$ cat src/rtl/call_stack.sv
// call_stack: parametrised return-address stack for the TB4004 core.
//   CALL pushes the return PC, RET pops it, CALL+RET together replaces the top.
//   WRAP_MODE selects the full-stack policy: 0 rejects the push, 1 overwrites
//   the oldest entry (original 4004 behaviour).
// Ports:
//   clk, rstN          rising-edge clock, asynchronous active-low reset
//   push, pop          decoder requests for this cycle
//   flush              synchronous empty (mem contents are left in place)
//   errClr             clears sticky overflow/underflow
//   pcIn               return PC to push
//   pcOut, popValid    registered pop result, valid the cycle after pop
//   topOut             combinational top entry, 0 when empty
//   count, full, empty occupancy
//   overflow, underflow sticky error flags
module call_stack #(
    parameter int WIDTH     = 12,
    parameter int DEPTH     = 8,
    parameter int WRAP_MODE = 0,
    localparam int PW = $clog2(DEPTH),
    localparam int CW = $clog2(DEPTH + 1)
) (
    input  logic             clk,
    input  logic             rstN,
    input  logic             push,
    input  logic             pop,
    input  logic             flush,
    input  logic             errClr,
    input  logic [WIDTH-1:0] pcIn,
    output logic [WIDTH-1:0] pcOut,
    output logic             popValid,
    output logic [WIDTH-1:0] topOut,
    output logic [CW-1:0]    count,
    output logic             full,
    output logic             empty,
    output logic             overflow,
    output logic             underflow
);

    logic [WIDTH-1:0] mem [DEPTH];
    logic [PW-1:0]    wrPtr;
    logic [PW-1:0]    topPtr;
    logic [PW-1:0]    nextPtr;
    logic             memWe;
    logic [PW-1:0]    memAddr;
    logic             overflowSet;
    logic             underflowSet;

    assign full  = (count == CW'(DEPTH));
    assign empty = (count == '0);

    // Pointers wrap explicitly so DEPTH need not be a power of two.
    always_comb begin
        topPtr  = (wrPtr == '0) ? PW'(DEPTH - 1) : wrPtr - PW'(1);
        nextPtr = (wrPtr == PW'(DEPTH - 1)) ? '0 : wrPtr + PW'(1);
    end

    // Gate the read so an empty stack never exposes stale mem contents.
    assign topOut = empty ? '0 : mem[topPtr];

    // Write port: a replace (push+pop on a non-empty stack) rewrites the top
    // slot; every other accepted push lands at wrPtr. A push+pop on an empty
    // stack falls through to the ordinary push path.
    always_comb begin
        memWe   = 1'b0;
        memAddr = wrPtr;
        if (!flush) begin
            if (push && pop && !empty) begin
                memWe   = 1'b1;
                memAddr = topPtr;
            end else if (push && (!full || (WRAP_MODE != 0) || pop)) begin
                memWe   = 1'b1;
                memAddr = wrPtr;
            end
        end
    end

    // Error events; a replace never overflows because occupancy is unchanged.
    always_comb begin
        overflowSet  = !flush && push && !pop && full;
        underflowSet = !flush && pop && empty;
    end

    // Storage array.
    always_ff @(posedge clk or negedge rstN) begin
        if (!rstN) begin
            for (int i = 0; i < DEPTH; i++) begin
                mem[i] <= '0;
            end
        end else if (memWe) begin
            mem[memAddr] <= pcIn;
        end
    end

    // Pointer, count and pop-result registers.
    always_ff @(posedge clk or negedge rstN) begin
        if (!rstN) begin
            wrPtr    <= '0;
            count    <= '0;
            pcOut    <= '0;
            popValid <= 1'b0;
        end else begin
            popValid <= 1'b0;
            if (flush) begin
                wrPtr <= '0;
                count <= '0;
                pcOut <= '0;
            end else if (push && pop) begin
                if (!empty) begin
                    pcOut    <= mem[topPtr];
                    popValid <= 1'b1;
                end else begin
                    pcOut <= '0;
                    wrPtr <= nextPtr;
                    count <= CW'(1);
                end
            end else if (push) begin
                if (!full) begin
                    wrPtr <= nextPtr;
                    count <= count + CW'(1);
                end else if (WRAP_MODE != 0) begin
                    wrPtr <= nextPtr;
                end
            end else if (pop) begin
                if (!empty) begin
                    pcOut    <= mem[topPtr];
                    popValid <= 1'b1;
                    wrPtr    <= topPtr;
                    count    <= count - CW'(1);
                end else begin
                    pcOut <= '0;
                end
            end
        end
    end

    // Sticky flags: a new error in the same cycle as errClr wins.
    always_ff @(posedge clk or negedge rstN) begin
        if (!rstN) begin
            overflow  <= 1'b0;
            underflow <= 1'b0;
        end else begin
            overflow  <= overflowSet  | (overflow  & ~errClr);
            underflow <= underflowSet | (underflow & ~errClr);
        end
    end

endmodule

$ cat config.mk
export PLATFORM = sky130hd
export DESIGN_NAME = call_stack
export DESIGN_NICKNAME = d
export VERILOG_FILES = /design/src/rtl/call_stack.sv
export SDC_FILE = /design/constraint.sdc
export NUM_CORES = 1
export LEC_CHECK = 0
export ABC_AREA = 1
export BUFFER_PORTS_ARGS = -buffer_cell sky130_fd_sc_hd__buf_2
export CORE_UTILIZATION = 35
export CTS_CLUSTER_SIZE = 14
export DETAILED_ROUTE_END_ITERATION = 16
export MAX_ROUTING_LAYER = met4
export PLACE_DENSITY = 0.48
export SYNTH_ARGS = -nofsm -noshare
export SYNTH_HDL_FRONTEND = slang
export SYNTH_SLANG_ARGS = --single-unit
$ cat constraint.sdc
create_clock -name clk -period 4.3 [get_ports clk]
set_clock_uncertainty 0.05 [all_clocks]
set_input_delay 1.075 -clock clk [delete_from_list [all_inputs] [get_ports clk]]
set_output_delay 1.075 -clock clk [all_outputs]
set_load 0.02 [all_outputs]
==> results.toml <==
[power_and_ir_drop]
p_leak_nw = 3.74
power_density_nw_per_um2 = 909
vdd_drop_max_v = 0.000419
power_mw = 6.67

[place]
portBuffers = 50
gp_congestion = 0.814
hpwl_um = 11900
pre_cts_ws_ps = 918

[worst_setup_path]
end_kind = "output pin"
worst_setup_path_start_kind = "flip-flop"
r2r_end = "mem[92]$_DFFE_PN0P_"
r2r-start = "count[0]$_DFFE_PN0P_"
cpMostUsedCell = "nor2_1"
worstPathMaxFanout = 28
path_cells = "clkinv_1 -> ha_1 -> inv_2 -> nor2_1 -> o21ai_0 -> nand3_1 -> nand2_1 -> nor2_1 -> buf_2"
reg2regPathDepth = 9
crit_arrival_ps = 2610
cpPeakStageDelay_ps = 490
regToRegSetupSlack_ps = 1490
path_class = "reg2out"
required_ps = 3170
crit_slowest_cell = "inv_2"

[clock_network]
cts_buffers = 17
clockBufferDepth = 2
postCtsSetupBuffers = 0
postCtsResizedCells = 0
h-tree-depth = 4
ctsHoldBuffers = 0
root_buffer = "clkbuf_16"
clk_pin_slew_ps = 50
cts_tree = "yes"
insertion_delay_ps = 420
clock-sinks = 118

[synthesis]
synthTopCellsByArea = "dfrtp_1, nand2_1, nand3_1"
synth_mux_area_share_pct = 0
synth_cell_type_count = 31
synthesis.nets = 860
synth_area_per_cell_um2 = 7.73
yosysTopAreaCell = "dfrtp_1"
ys_ff_latch = 118
yosys.area_share.simple_pct = 31.5
synth_top_family_by_area = "simple AND/OR/NAND/NOR gates"
synth_xor_area_share_pct = 0.407
postSynthCellCount = 835
syn_area_um2 = 6450
yosysSeqAreaShare_pct = 45.8
synth_compound_area_share_pct = 11.7
synth-adder-area-share_pct = 1.47
yosysTopAreaCellShare_pct = 45.8
yosysWarnings = 0

[routing]
wire_per_inst_um = 17.3
finalWirelength_um = 18900
first_pass_iters = 5
drtAntennaViolNets = 0
vias_per_cell = 5.12
drc_errors = 0
via_count = 5596
drt_iter0_markers = 383

[sta]
rsz0062_at_grt = "false"
worst_slack_ps = 569
slew_headroom_pct = 35.6
finalHoldViolCount = 0
whs_ps = 418
fin_crit_ps = 3730
setup_viol = 0
maxSlewViolCount = 0
fin_crit_sh_pct = 86.8
worst_slew_pin_slew_ps = 962
tns_ps = 0
fmax_ghz = 0.268

[global_route]
grtUsageMet2_pct = 33.2
grt_use_met1_pct = 30.3
grt_pass1_vias = 5390
grt_use_total_pct = 22.1
grt_first_pass_wirelength_um = 30200
antenna_found_initial = 0
grt.busiest_layer = "met2"
grt_max_degree = 50
grt_util_met3_pct = 3.61
overflow = 0

[die]
die_area_um2 = 19000
die_x_um = 138
start_util_pct = 35.8
ioPinCount = 51
dieHeight_um = 138
fp-row-count = 49
core-area_um2 = 18000

[cells_and_area]
antenna_cells = 0
n_fill_cell = 1863
fin_nets = 876
layout-drive-gt1-share_pct = 13.9
area_delta_synth_final_pct = 13.7
final_core_util_pct = 40.7

[min_path]
min_to = "mem[88]$_DFFE_PN0P_"
holdCritPathClass = "reg2reg"
hold_path_depth = 2
worstHoldStart = "mem[88]$_DFFE_PN0P_"

[job]
maxCapViolations = 0

[status]
status = "complete, no violations"
cells in the final DEF (no fill, tap or decap), drive strengths merged:
cell / netlist / layout
bufinv: 0 / 3
inv: 68 / 68
a21oi: 27 / 27
fa: 1 / 1
nor2: 61 / 61
o21ai: 48 / 48
clkinvlp: 0 / 1
a22oi: 1 / 1
ha: 6 / 6
o211ai: 1 / 1
buf: 38 / 59
xnor2: 2 / 2
clkbuf: 24 / 22
xor2: 1 / 1
nand2: 241 / 241
dfrtp: 118 / 118
o21bai: 48 / 48
nand4: 9 / 9
nand3: 139 / 139
clkinv: 2 / 8
layer usage:
metal	share of wire, %	up-vias
li1	-	2732
met1	49	2705
met2	45	135
met3	3.9	24
met4	1.7	0
met5	0	-
report_power, final:
group	switching, mW	internal, mW
clock network	0.500	0.934
logic	2.37	1.00
registers	0.252	1.61
stage by stage:
step	cells	area, um2
2_1_floorplan	835	6450
3_3_place_gp	1061	6740
3_5_place_dp	1061	6740
4_1_cts	1093	7330
5_1_grt	1093	7330
6_report	1093	7330
Yosys cell counts:
cell type    n
ha_1         6
inv_2        6
o21ai_2      1
nand3_2      1
nand3_4      1
clkinv_1     1
nor2_8       3
o21bai_1    48
nand3_1    137
buf_4        4
xor2_1       1
clkinv_2     1
buf_1        8
buf_6        8
inv_1       62
nor2_1      55
nand2_1    225
a21oi_1     27
fa_1         1
clkbuf_1    24
nand2_4      4
a22oi_1      1
nor2_2       1
o21ai_0     47
dfrtp_1    118
buf_2       18
xnor2_1      2
nand2_2     12
nand4_1      9
nor2_4       2
o211ai_1     1
cells by family after synthesis:
logic type,Yosys count
buffers and inverters,132
XOR/XNOR,3
AO/OA/AOI/OAI,125
flip-flops,118
AND/OR/NAND/NOR,450
adder cells (fa/ha/maj),7
worst max-delay path by stage:
stage                          endpoint            startpoint  slack [ps]
finish                        topOut[9]  wrPtr[0]$_DFFE_PN0P_         570
global route                  topOut[9]  wrPtr[0]$_DFFE_PN0P_         450
CTS                           topOut[8]  wrPtr[0]$_DFFE_PN0P_         570
detailed placement  mem[93]$_DFFE_PN0P_                  push         920
global placement    mem[89]$_DFFE_PN0P_                  push         990
floorplan                     topOut[5]  wrPtr[0]$_DFFE_PN0P_         900
worst max-delay path, delay by kind of cell, from the launching register on:
| family | cells | cell delay (ps) |
|---|---|---|
| AND/OR/NAND/NOR | 4 | 560 |
| buffers and inverters | 3 | 820 |
| AO/OA/AOI/OAI | 1 | 100 |
| flip-flops | 1 | 350 |
| adder cells (fa/ha/maj) | 1 | 350 |
registers in the layout, indices dropped and copies added, names as in the netlist:
name and flops:
pcOut 12, wrPtr 3, underflow 1, count 4, mem 96, popValid 1, overflow 1
layout make-up:
cell class,instances,area [um2],share of cell area [%]
inverters,70,264,3.60
repair buffers,59,333,4.54
clock buffers,22,464,6.33
flip-flops and latches,118,2950,40.3
well taps,229,287,3.91
multi-input cells,585,2910,39.6
clock inverters,10,128,1.74
No activity file was read; power rests on OpenSTA's default activity.
